## src/rtl/ant_world_server_if.sv

```systemverilog
// Ant-side mux bus and grid RAM port of the world server, bundled as one interface.
interface ant_world_server_if #(
   parameter int N_ANTS      = 8,
   parameter int X_bits      = 7,
   parameter int Y_bits      = 7,
   parameter int SIGNAL_bits = 8,
   parameter int SUGAR_bits  = 4
);
   localparam int SEL_W = (N_ANTS > 1) ? $clog2(N_ANTS) : 1;

   logic [SEL_W-1:0]                 ant_sel;
   logic [X_bits-1:0]                ant_X;
   logic [Y_bits-1:0]                ant_Y;
   logic                             ant_mouthFull;
   logic                             ant_collecting;
   logic                             ant_dropping;
   logic [N_ANTS-1:0]                moveNow;
   logic [7:0][SIGNAL_bits-1:0]      surrounding_signals;
   logic                             onSugar;
   logic [X_bits+Y_bits-1:0]         mem_addr;
   logic                             mem_rd_en;
   logic [SUGAR_bits+SIGNAL_bits-1:0] mem_rd_data;
   logic                             mem_wr_en;
   logic [SUGAR_bits+SIGNAL_bits-1:0] mem_wr_data;

   modport master (
      output ant_sel, moveNow, surrounding_signals, onSugar,
             mem_addr, mem_rd_en, mem_wr_en, mem_wr_data,
      input  ant_X, ant_Y, ant_mouthFull, ant_collecting, ant_dropping, mem_rd_data
   );

   modport slave (
      input  ant_sel, moveNow, surrounding_signals, onSugar,
             mem_addr, mem_rd_en, mem_wr_en, mem_wr_data,
      output ant_X, ant_Y, ant_mouthFull, ant_collecting, ant_dropping, mem_rd_data
   );
endinterface

```

## src/rtl/ant_world_server.sv

```systemverilog
// Per-frame world server: for each ant, reads its 3x3 neighbourhood, strobes
// moveNow, then writes the sugar/pheromone update back to the centre cell.
module ant_world_server #(
   parameter int N_ANTS      = 8,
   parameter int X_bits      = 7,
   parameter int Y_bits      = 7,
   parameter int GRID_W      = 128,
   parameter int GRID_H      = 128,
   parameter int SIGNAL_bits = 8,
   parameter int SUGAR_bits  = 4,
   parameter int DEPOSIT     = 16
)(
   input  logic                 game_clk,
   input  logic                 RESET,
   input  logic                 frame_start,
   ant_world_server_if.master   bus,
   output logic                 global_writing_flag,
   output logic                 busy,
   output logic [15:0]          sugar_delivered
);
   localparam int SEL_W = (N_ANTS > 1) ? $clog2(N_ANTS) : 1;

   typedef enum logic [2:0] {IDLE, SELECT, READ, DRAIN, MOVE, WRITE, FLUSH} state_t;
   state_t state, state_nx;

   logic [SEL_W-1:0]            ant_sel;
   logic [3:0]                  k;
   logic [X_bits-1:0]           cx;
   logic [Y_bits-1:0]           cy;
   logic [SUGAR_bits-1:0]       c_sugar;
   logic [SIGNAL_bits-1:0]      c_sig;
   logic [7:0][SIGNAL_bits-1:0] nbr;
   logic                        cap_vld, cap_rd;
   logic [3:0]                  cap_idx;
   logic                        lat_coll, lat_drop, lat_mf;

   logic [2:0]                  dir;
   logic signed [1:0]           dx, dy;
   logic signed [X_bits+1:0]    nx;
   logic signed [Y_bits+1:0]    ny;
   logic                        in_grid;
   logic [SUGAR_bits-1:0]       new_sugar;
   logic [SIGNAL_bits:0]        sig_sum;
   logic [SIGNAL_bits-1:0]      new_sig;
   logic                        last_ant;

   // Neighbour coordinate for READ slot k (k=0 is the centre itself).
   always_comb begin
      dir = 3'(k - 4'd1);
      dx  = 2'sd0;
      dy  = 2'sd0;
      if (k != 4'd0) begin
         case (dir)
            3'd0: begin dx =  2'sd0; dy = -2'sd1; end
            3'd1: begin dx =  2'sd1; dy = -2'sd1; end
            3'd2: begin dx =  2'sd1; dy =  2'sd0; end
            3'd3: begin dx =  2'sd1; dy =  2'sd1; end
            3'd4: begin dx =  2'sd0; dy =  2'sd1; end
            3'd5: begin dx = -2'sd1; dy =  2'sd1; end
            3'd6: begin dx = -2'sd1; dy =  2'sd0; end
            default: begin dx = -2'sd1; dy = -2'sd1; end
         endcase
      end
      nx = $signed({2'b00, cx}) + $signed({{X_bits{dx[1]}}, dx});
      ny = $signed({2'b00, cy}) + $signed({{Y_bits{dy[1]}}, dy});
      in_grid = !nx[X_bits+1] && (nx < (X_bits+2)'(GRID_W)) &&
                !ny[Y_bits+1] && (ny < (Y_bits+2)'(GRID_H));
   end

   always_comb begin
      new_sugar = (lat_coll && c_sugar != '0) ? c_sugar - 1'b1 : c_sugar;
      sig_sum   = {1'b0, c_sig} + (SIGNAL_bits+1)'(DEPOSIT);
      new_sig   = c_sig;
      if (lat_mf)
         new_sig = sig_sum[SIGNAL_bits] ? '1 : sig_sum[SIGNAL_bits-1:0];
      last_ant  = (ant_sel == SEL_W'(N_ANTS-1));
   end

   always_ff @(posedge game_clk) begin
      if (RESET) state <= IDLE;
      else       state <= state_nx;
   end

   always_comb begin
      state_nx            = state;
      busy                = 1'b0;
      global_writing_flag = 1'b0;
      bus.moveNow         = '0;
      bus.mem_rd_en       = 1'b0;
      bus.mem_wr_en       = 1'b0;
      bus.mem_addr        = '0;
      bus.mem_wr_data     = '0;
      case (state)
         IDLE:   if (frame_start) state_nx = SELECT;
         SELECT: begin busy = 1'b1; state_nx = READ; end
         READ: begin
            busy = 1'b1;
            if (k == 4'd0) begin
               bus.mem_rd_en = 1'b1;
               bus.mem_addr  = {cy, cx};
            end else if (in_grid) begin
               bus.mem_rd_en = 1'b1;
               bus.mem_addr  = {ny[Y_bits-1:0], nx[X_bits-1:0]};
            end
            if (k == 4'd8) state_nx = DRAIN;
         end
         DRAIN:  begin busy = 1'b1; state_nx = MOVE; end
         MOVE: begin
            busy        = 1'b1;
            bus.moveNow = N_ANTS'(1) << ant_sel;
            state_nx    = WRITE;
         end
         WRITE: begin
            busy            = 1'b1;
            bus.mem_wr_en   = 1'b1;
            bus.mem_addr    = {cy, cx};
            bus.mem_wr_data = {new_sugar, new_sig};
            state_nx        = last_ant ? FLUSH : SELECT;
         end
         FLUSH: begin global_writing_flag = 1'b1; state_nx = IDLE; end
         default: state_nx = IDLE;
      endcase
   end

   // Read data lands one cycle after its strobe; cap_* remembers which slot it belongs to.
   always_ff @(posedge game_clk) begin
      if (RESET) begin
         ant_sel         <= '0;
         k               <= '0;
         cx              <= '0;
         cy              <= '0;
         c_sugar         <= '0;
         c_sig           <= '0;
         nbr             <= '0;
         cap_vld         <= 1'b0;
         cap_rd          <= 1'b0;
         cap_idx         <= '0;
         lat_coll        <= 1'b0;
         lat_drop        <= 1'b0;
         lat_mf          <= 1'b0;
         sugar_delivered <= '0;
      end else begin
         cap_vld <= (state == READ);
         cap_rd  <= bus.mem_rd_en;
         cap_idx <= k;
         if (cap_vld) begin
            if (cap_idx == 4'd0)
               {c_sugar, c_sig} <= cap_rd ? bus.mem_rd_data : '0;
            else
               nbr[3'(cap_idx - 4'd1)] <= cap_rd ? bus.mem_rd_data[SIGNAL_bits-1:0] : '0;
         end
         case (state)
            SELECT: begin
               cx <= bus.ant_X;
               cy <= bus.ant_Y;
               k  <= '0;
            end
            READ: k <= k + 4'd1;
            MOVE: begin
               lat_coll <= bus.ant_collecting;
               lat_drop <= bus.ant_dropping;
               lat_mf   <= bus.ant_mouthFull;
            end
            WRITE: begin
               if (lat_drop) sugar_delivered <= sugar_delivered + 16'd1;
               ant_sel <= last_ant ? '0 : ant_sel + 1'b1;
            end
            default: ;
         endcase
      end
   end

   assign bus.ant_sel             = ant_sel;
   assign bus.surrounding_signals = nbr;
   assign bus.onSugar             = (c_sugar != '0);
endmodule

```

## src/flat_wrapper.sv

```systemverilog
// flat-port wrapper written by rule: the top's interface ports become plain ports
module ant_world_server_flat 
#(
   parameter int N_ANTS      = 8,
   parameter int X_bits      = 7,
   parameter int Y_bits      = 7,
   parameter int GRID_W      = 128,
   parameter int GRID_H      = 128,
   parameter int SIGNAL_bits = 8,
   parameter int SUGAR_bits  = 4,
   parameter int DEPOSIT     = 16
)
  (game_clk, RESET, frame_start, global_writing_flag, busy, sugar_delivered, bus_ant_sel, bus_moveNow, bus_surrounding_signals, bus_onSugar, bus_mem_addr, bus_mem_rd_en, bus_mem_wr_en, bus_mem_wr_data, bus_ant_X, bus_ant_Y, bus_ant_mouthFull, bus_ant_collecting, bus_ant_dropping, bus_mem_rd_data);
  ant_world_server_if #(.N_ANTS(N_ANTS), .X_bits(X_bits), .Y_bits(Y_bits), .SIGNAL_bits(SIGNAL_bits), .SUGAR_bits(SUGAR_bits)) bus_i ();
  input  logic game_clk;
  input  logic RESET;
  input  logic frame_start;
  output logic global_writing_flag;
  output logic busy;
  output logic [15:0] sugar_delivered;
  output wire logic [$bits(bus_i.ant_sel)-1:0] bus_ant_sel;
  output wire logic [$bits(bus_i.moveNow)-1:0] bus_moveNow;
  output wire logic [$bits(bus_i.surrounding_signals)-1:0] bus_surrounding_signals;
  output wire logic [$bits(bus_i.onSugar)-1:0] bus_onSugar;
  output wire logic [$bits(bus_i.mem_addr)-1:0] bus_mem_addr;
  output wire logic [$bits(bus_i.mem_rd_en)-1:0] bus_mem_rd_en;
  output wire logic [$bits(bus_i.mem_wr_en)-1:0] bus_mem_wr_en;
  output wire logic [$bits(bus_i.mem_wr_data)-1:0] bus_mem_wr_data;
  input wire logic [$bits(bus_i.ant_X)-1:0] bus_ant_X;
  input wire logic [$bits(bus_i.ant_Y)-1:0] bus_ant_Y;
  input wire logic [$bits(bus_i.ant_mouthFull)-1:0] bus_ant_mouthFull;
  input wire logic [$bits(bus_i.ant_collecting)-1:0] bus_ant_collecting;
  input wire logic [$bits(bus_i.ant_dropping)-1:0] bus_ant_dropping;
  input wire logic [$bits(bus_i.mem_rd_data)-1:0] bus_mem_rd_data;
  assign bus_ant_sel = bus_i.ant_sel;
  assign bus_moveNow = bus_i.moveNow;
  assign bus_surrounding_signals = bus_i.surrounding_signals;
  assign bus_onSugar = bus_i.onSugar;
  assign bus_mem_addr = bus_i.mem_addr;
  assign bus_mem_rd_en = bus_i.mem_rd_en;
  assign bus_mem_wr_en = bus_i.mem_wr_en;
  assign bus_mem_wr_data = bus_i.mem_wr_data;
  assign bus_i.ant_X = bus_ant_X;
  assign bus_i.ant_Y = bus_ant_Y;
  assign bus_i.ant_mouthFull = bus_ant_mouthFull;
  assign bus_i.ant_collecting = bus_ant_collecting;
  assign bus_i.ant_dropping = bus_ant_dropping;
  assign bus_i.mem_rd_data = bus_mem_rd_data;
  ant_world_server #(.N_ANTS(N_ANTS), .X_bits(X_bits), .Y_bits(Y_bits), .GRID_W(GRID_W), .GRID_H(GRID_H), .SIGNAL_bits(SIGNAL_bits), .SUGAR_bits(SUGAR_bits), .DEPOSIT(DEPOSIT)) u_core (.game_clk(game_clk), .RESET(RESET), .frame_start(frame_start), .bus(bus_i), .global_writing_flag(global_writing_flag), .busy(busy), .sugar_delivered(sugar_delivered));
endmodule
```

## config.mk

```make
export PLATFORM = sky130hd
export DESIGN_NAME = ant_world_server_flat
export DESIGN_NICKNAME = d
export VERILOG_FILES = /design/src/rtl/ant_world_server_if.sv /design/src/rtl/ant_world_server.sv /design/src/flat_wrapper.sv
export SDC_FILE = /design/constraint.sdc
export NUM_CORES = 1
export LEC_CHECK = 0
export CORE_ASPECT_RATIO = 0.75
export CORE_MARGIN = 2
export CORE_UTILIZATION = 49
export CTS_CLUSTER_SIZE = 25
export DETAILED_ROUTE_END_ITERATION = 8
export GPL_ROUTABILITY_DRIVEN = 1
export PLACE_DENSITY = 0.79
export SETUP_SLACK_MARGIN = 0.02
export SLEW_MARGIN = 10
export SYNTH_ARGS = -nofsm -noshare
export SYNTH_HDL_FRONTEND = slang
export SYNTH_SLANG_ARGS = --single-unit
```

## constraint.sdc

```tcl
create_clock -name game_clk -period 4.65 [get_ports game_clk]
set_input_delay 0.6975 -clock game_clk [delete_from_list [all_inputs] [get_ports game_clk]]
set_output_delay 0.6975 -clock game_clk [all_outputs]
set_load 0.05 [all_outputs]
```

==> impl_metrics.yaml, run 1 <==
yosys:
  synth_edf_count: 0
  synth_fa_ha_area_share_pct: 5.693
  synth-compound-area-share_pct: 11.41
  synth_cell_types: 60
  syn_nets: 769
  synth_mux_area_share_pct: 11.57
  ys.flop_type: "dfxtp_1"
  synth_xor_area_share_pct: 2.888
  synth_area_um2: 6066
  synthCells: 710
  synthSimpleGateAreaFrac_pct: 23.04
  avgSynthCellArea_um2: 8.543
  async_reset_ff_share_pct: 0
  synth_top_family_by_area: "simple AND/OR/NAND/NOR gates"
  ys_warn_count: 0
  seq_area_frac_synth_pct: 41.25
  ys_seq_elements: 125
grt:
  grtUsageTotal_pct: 26.60
  first_global_vias: 5507
  antenna_found_initial: 0
  grt_overflow: 0
  grt_pass1_wl_mm: 28.39
  grt_max_degree: 82
floorplanning:
  die_y_um: 100.4
  rows: 35
  coreArea_um2: 12170
  dieArea_um2: 13290
  pin_count: 154
  start_util_pct: 49.83
  die_w_um: 132.5
cells_and_area:
  drive_gt1_share_pct: 14.16
  layout_common_cells: "clkdlybuf4s50_1 (137), nor2_1 (127), dfxtp_1 (123)"
  post-route-cell-area_um2: 8843
  layout.filler_cells: 896
  final_common_cell: "clkdlybuf4s50_1"
  finish.utilization_pct: 72.64
  nets: 922
  area_growth_syn_to_layout_pct: 45.79
  diodes: 0
timing:
  period_needed_ns: 4.707
  setup_viol: 7
  fin_tns_setup_ns: -0.3303
  clock_skew_ns: 0.008376
  fin_ws_ns: -0.05743
  hold_viol_final: 0
  drv_slew: 0
  period_share_pct: 101.2
  slew_headroom_pct: 13.57
  worst_pin_slew_ns: 1.283
  hold_ws_ns: 0.4605
  timing.fmax_mhz: 212.4
  rsz0062_at_grt: "yes"
cts:
  cts_tree: "done"
  cts_made_buffers: 17
  clk_pin_slew_ns: 0.06
  clock_latency_ns: 0.41
  root_buffer: "clkbuf_16"
  htreeDepth: 4
  cts_buffer_depth: 2
  cts_sinks: 125
placement:
  routabilityCongestion: 0.8664
  dp_hpwl_mm: 12.07
  portBuffers: 153
  dpl_cell_area_um2: 7831
critical_path:
  worst-path-stages: 16
  worstSetupEndpointType: "output pin"
  critPathMaxFanout: 5
  slowest_delay_ns: 0.54
  criticalPathCategory: "flip-flop to output pin"
  rrSetupSlack_ns: 1.54
  reg2reg_depth: 14
  worstPathBufferInverterCount: 4
  rr_startpoint: "u_core.k[1]"
  critPathRequiredTime_ns: 3.95
  worstPathArrival_ns: 4.01
  path_common_cell: "buf_6"
  cp_top_family: "compound AO/OA/AOI/OAI gates"
  rr_endpoint: "u_core.cap_rd"
  slowest_stage: "or4_4"
  cp_cell_sequence: "buf_6 > ha_4 > nor3_4 > a21oi_2 > a211o_2 > clkinv_4 > ha_1 > o21ai_2 > nor2_2 > o311a_4 > or4_4 > o21ai_4 > nor3b_4 > buf_6 > a22o_1 > buf_12"
  cp-start-kind: "flip-flop"
power_and_ir_drop:
  p_per_area_nw_per_um2: 314.8
  ir_drop_v: 0.0002872
  p_leak_nw: 3.478
route:
  firstDrtPassIters: 5
  wl_per_cell_um: 17.18
  viasPerCell: 5.472
  vias: 5702
  ant_nets: 0
  drt_wl_total_mm: 17.91
  drc: 0
  drt-initial-drc-count: 331
hold_path:
  min_path_type: "flip-flop to flip-flop"
  hold_end: "u_core.c_sig[0]"
  holdPathStages: 2
  hp-start: "u_core.c_sig[0]"
run_status:
  status: "finished, violations left"
  violations: "negative setup slack"
flow_run:
  cap_violations: 0
worst max-delay path by stage:
| stage | end | from | slack, ns |
|---|---|---|---|
| 2_1_floorplan | bus_mem_addr[10] | u_core.k[0] | -0.02 |
| 3_3_place_gp | bus_mem_addr[10] | u_core.k[0] | 0.20 |
| 3_5_place_dp | bus_mem_addr[12] | u_core.k[1] | 0.01 |
| 4_1_cts | bus_mem_addr[11] | u_core.k[0] | 0.03 |
| 5_1_grt | bus_mem_addr[11] | u_core.k[0] | -0.18 |
| 6_report | bus_mem_addr[11] | u_core.k[1] | -0.06 |
routing by layer:
metal,GRT usage [%],up-vias,wire length [um]
met5,0,-,0
met2,43.60,180,8418
li1,-,2741,-
met4,5.873,0,252
met3,7.323,26,1115
met1,35.33,2755,8120
cell type report:
type	instances	area, um2	share of cell area, %
clock buffer	18	429.2	4.853
clock inverter	14	215.2	2.433
inverter	19	83.83	0.9479
multi-input combinational	522	3511	39.70
sequential	125	2507	28.35
tap	166	207.7	2.349
timing repair buffer	178	1889	21.36
registers in the layout, summed over array words and instances, names as in the netlist:
name                            flops
u_core.cap_idx                      4
u_core.lat_drop                     1
u_core.cap_rd                       1
u_core.cy                           7
u_core.lat_coll                     1
u_core.state                        3
u_core.bus.surrounding_signals     64
u_core.cx                           7
u_core.sugar_delivered             16
u_core.cap_vld                      1
u_core.lat_mf                       1
u_core.c_sugar                      4
u_core.bus.ant_sel                  3
u_core.c_sig                        8
u_core.k                            4
through the flow:
step	setup WS (ns)	power [mW]	std cells
2_1_floorplan	-0.01989	1.251	710
3_3_place_gp	0.2013	1.320	992
3_5_place_dp	0.01239	1.327	992
4_1_cts	0.03130	2.780	1029
5_1_grt	-0.1790	2.878	1042
6_report	-0.05743	2.784	1042
cell families after synthesis:
group           Yosys count
buf+inv                  63
mux                      70
flops                   125
fa+ha+maj                27
simple gates            298
compound gates          107
xor+xnor                 20
power breakdown:
| group | leakage, nW | internal (mW) | switching, mW | total [mW] |
|---|---|---|---|---|
| clock | 0.311 | 0.953 | 0.495 | 1.45 |
| sequential | 1.01 | 1.08 | 0.0249 | 1.11 |
| combinational | 2.16 | 0.0996 | 0.128 | 0.228 |
| total | 3.48 | 2.14 | 0.648 | 2.78 |
cell usage after synthesis, types with 2 or more instances:
master	number	area (um2)
and4_1	3	26.28
nor3_2	4	40.04
a211o_1	3	26.28
xnor2_1	9	78.83
a21o_1	3	22.52
clkbuf_1	36	135.1
dfxtp_1	125	2502
or2_2	3	18.77
nor3_1	14	70.07
and2_1	12	75.07
nor2_1	130	488.0
ha_1	26	325.3
nor2b_1	8	50.05
a31oi_1	4	25.02
and3_1	14	87.58
or4_4	2	22.52
a22o_1	10	87.58
nand3b_1	3	22.52
a21oi_1	47	235.2
nand2_1	71	266.5
nand4_1	7	43.79
a211oi_1	8	60.06
buf_2	3	15.01
or3_1	7	43.79
inv_1	18	67.56
o21ai_0	16	80.08
nand3_1	11	55.05
mux2i_1	69	690.7
buf_1	3	11.26
xor2_1	11	96.34
worst min-delay path: cells and delay by family, from the launching register on:
kind | cells | cell delay, ns
AND/OR/NAND/NOR | 1 | 0.05
AO/OA/AOI/OAI | 1 | 0.05
flip-flops | 1 | 0.31
what timing repair did:
item / in CTS / in global routing
buffers inserted: 4 / 13
resized for setup: 28 / 27
pin swaps: 10 / 17
endpoints found under the setup margin: 14 / 15
gates cloned: 1 / 0
hold buffers: 0 / 0
endpoints found under the hold margin: 0 / 0
No activity file was read; power rests on OpenSTA's default activity.
==> run 2, diff against run 1 <==
--- a/config.mk
+++ b/config.mk
@@ -6,7 +6,6 @@
 export NUM_CORES = 1
 export LEC_CHECK = 0
 export CORE_ASPECT_RATIO = 0.75
-export CORE_MARGIN = 2
 export CORE_UTILIZATION = 49
 export CTS_CLUSTER_SIZE = 25
 export DETAILED_ROUTE_END_ITERATION = 8
==> run 2 against run 1 <==
  * The run still ends with negative setup slack left
  * Core utilization grew 1.9 points
  * Non-clock buffer count up 1
  * Global-route usage increased by 0.47 points
  * Fmax increased by 1.0%
==> impl_metrics.yaml, run 2 (synthesized netlist as in run 1, its figures left out) <==
run_status:
  status: "finished, violations left"
  violations: "negative setup slack"
hold_path:
  holdPathStages: 2
  hold_end: "u_core.c_sig[2]"
  min_path_type: "flip-flop to flip-flop"
  hp-start: "u_core.c_sig[2]"
route:
  wl_per_cell_um: 16.79
  firstDrtPassIters: 5
  drt-initial-drc-count: 264
  viasPerCell: 5.471
  drc: 0
  ant_nets: 0
  vias: 5684
  drt_wl_total_mm: 17.44
cts:
  cts_tree: "done"
  cts-hold-fix-buffers: 0
  cts_made_buffers: 17
  cts_buffer_depth: 2
  htreeDepth: 4
  cts_sinks: 125
  clock_latency_ns: 0.41
  clk_pin_slew_ns: 0.06
  root_buffer: "clkbuf_16"
timing:
  clock_skew_ns: 0.009184
  drv_slew: 0
  setup_viol: 2
  rsz0062_at_grt: "yes"
  fin_ws_ns: -0.01012
  hold_ws_ns: 0.4716
  fin_tns_setup_ns: -0.01920
  slew_headroom_pct: 38.17
  worst_pin_slew_ns: 0.9224
  timing.fmax_mhz: 214.6
  period_needed_ns: 4.660
  hold_viol_final: 0
  period_share_pct: 100.2
cells_and_area:
  stdcell_count: 1039
  finish.utilization_pct: 74.56
  nets: 923
  layout_common_cells: "clkdlybuf4s50_1 (137), nor2_1 (127), dfxtp_1 (123)"
  largest_register_ffs: 64
  diodes: 0
  final_common_cell: "clkdlybuf4s50_1"
  area_growth_syn_to_layout_pct: 45.36
  drive_gt1_share_pct: 14.60
power_and_ir_drop:
  p_leak_nw: 3.468
  p_per_area_nw_per_um2: 295.5
  finalPower_mw: 2.605
  ir_drop_v: 0.0002750
critical_path:
  rr_startpoint: "u_core.k[0]"
  rr_endpoint: "u_core.cap_rd"
  worstSetupEndpointType: "output pin"
  slowest_stage: "or4_4"
  worstPathBufferInverterCount: 4
  rrSetupSlack_ns: 1.56
  critPathRequiredTime_ns: 3.95
  worst-path-stages: 16
  worstPathArrival_ns: 3.96
  reg2reg_depth: 14
  criticalPathCategory: "flip-flop to output pin"
  cp-start-kind: "flip-flop"
  cp_cell_sequence: "clkinv_4 > ha_4 > nor3_4 > a21oi_2 > a211o_2 > clkinv_4 > ha_4 > a211oi_2 > nor2_2 > o311a_4 > or4_4 > o21ai_2 > nor3b_4 > buf_6 > a22o_1 > buf_12"
  critPathMaxFanout: 7
  cp_top_family: "compound AO/OA/AOI/OAI gates"
  slowest_delay_ns: 0.49
placement:
  portBuffers: 153
  routabilityCongestion: 0.8532
  dp_hpwl_mm: 11.65
  placedCellCount: 989
grt:
  grt_overflow: 0
  grtUsageTotal_pct: 27.07
  met1_usage_pct: 36.60
  grt_pass1_wl_mm: 27.13
  grt_util_met3_pct: 5.644
  grt_util_met2_pct: 43.37
  grt.busiest_layer: "met2"
  antenna_found_initial: 0
  first_global_vias: 5464
  grt_max_degree: 73
floorplanning:
  start_util_pct: 51.29
  dieArea_um2: 12830
  pin_count: 154
  coreArea_um2: 11830
  die_w_um: 130.5
  die_y_um: 98.36
  rows: 34
flow_run:
  cap_violations: 0
==> run 2: cell types whose count changed in the layout (fill, tap and decap cells not counted), moves of 3 or more <==
| cell | change |
|---|---|
| a22o_4 | +5 |
| bufinv_16 | -5 |
| a22o_2 | -4 |
| inv_8 | +4 |
| clkinv_2 | -3 |
| inv_6 | +3 |
==> run 2: worst max-delay path by stage <==
stage | startpoint | endpoint | slack (ns)
after floorplan | u_core.k[0] | bus_mem_addr[10] | -0.02
after global placement | u_core.k[0] | bus_mem_addr[9] | 0.17
after detailed placement | u_core.k[1] | bus_mem_addr[9] | 0.03
after CTS | u_core.k[0] | bus_mem_addr[13] | -0.02
after global routing | u_core.k[0] | bus_mem_addr[12] | -0.17
final | u_core.k[0] | bus_mem_addr[13] | -0.01
==> run 2: what timing repair did <==
item | CTS | global route
setup buffers | 10 | 9
hold endpoints to repair | 0 | 0
setup endpoints to repair | 14 | 14
gates cloned | 1 | 0
resized for setup | 35 | 23
pin swaps | 12 | 4
==> run 2: stage by stage <==
stage | worst slack, ns | cell area [um2]
after global placement | 0.1741 | 7834
after detailed placement | 0.02750 | 7834
after global routing | -0.1693 | 8817
final | -0.01012 | 8817
after floorplan | -0.01989 | 6072
after CTS | -0.01857 | 8691
==> run 2: where the power goes <==
part	leakage (nW)	internal (mW)	switching [mW]	total, mW
logic	2.19	0.102	0.130	0.232
clock network	0.268	0.710	0.554	1.26
registers	1.01	1.08	0.0264	1.11
total	3.47	1.89	0.710	2.61
==> run 2: metal layers <==
metal | routed length [um] | share of wire (%) | vias up
li1 | - | - | 2739
met1 | 7922 | 45 | 2729
met2 | 8207 | 47 | 193
met3 | 1062 | 6.1 | 23
met4 | 248 | 1.4 | 0
met5 | 0 | 0 | -
==> run 2: worst reg2reg max path, stage by stage (launching register included) <==
cell	delay (ns)
dfxtp_2	0.37
clkinv_4	0.10
ha_4	0.20
nor3_4	0.18
a21oi_2	0.05
a211o_2	0.39
clkinv_4	0.11
ha_4	0.21
a211oi_2	0.21
nor2_2	0.08
o41a_1	0.38
buf_4	0.17
a211oi_1	0.23
nand3b_4	0.22
nor2_1	0.05
==> run 2: cell type report <==
type	count	area [um2]
multi-input combinational	522	3558
fill	844	3009
sequential	125	2507
timing repair buffer	179	1893
clock buffer	17	425.4
tap	162	202.7
clock inverter	15	143.9
inverter	19	86.33
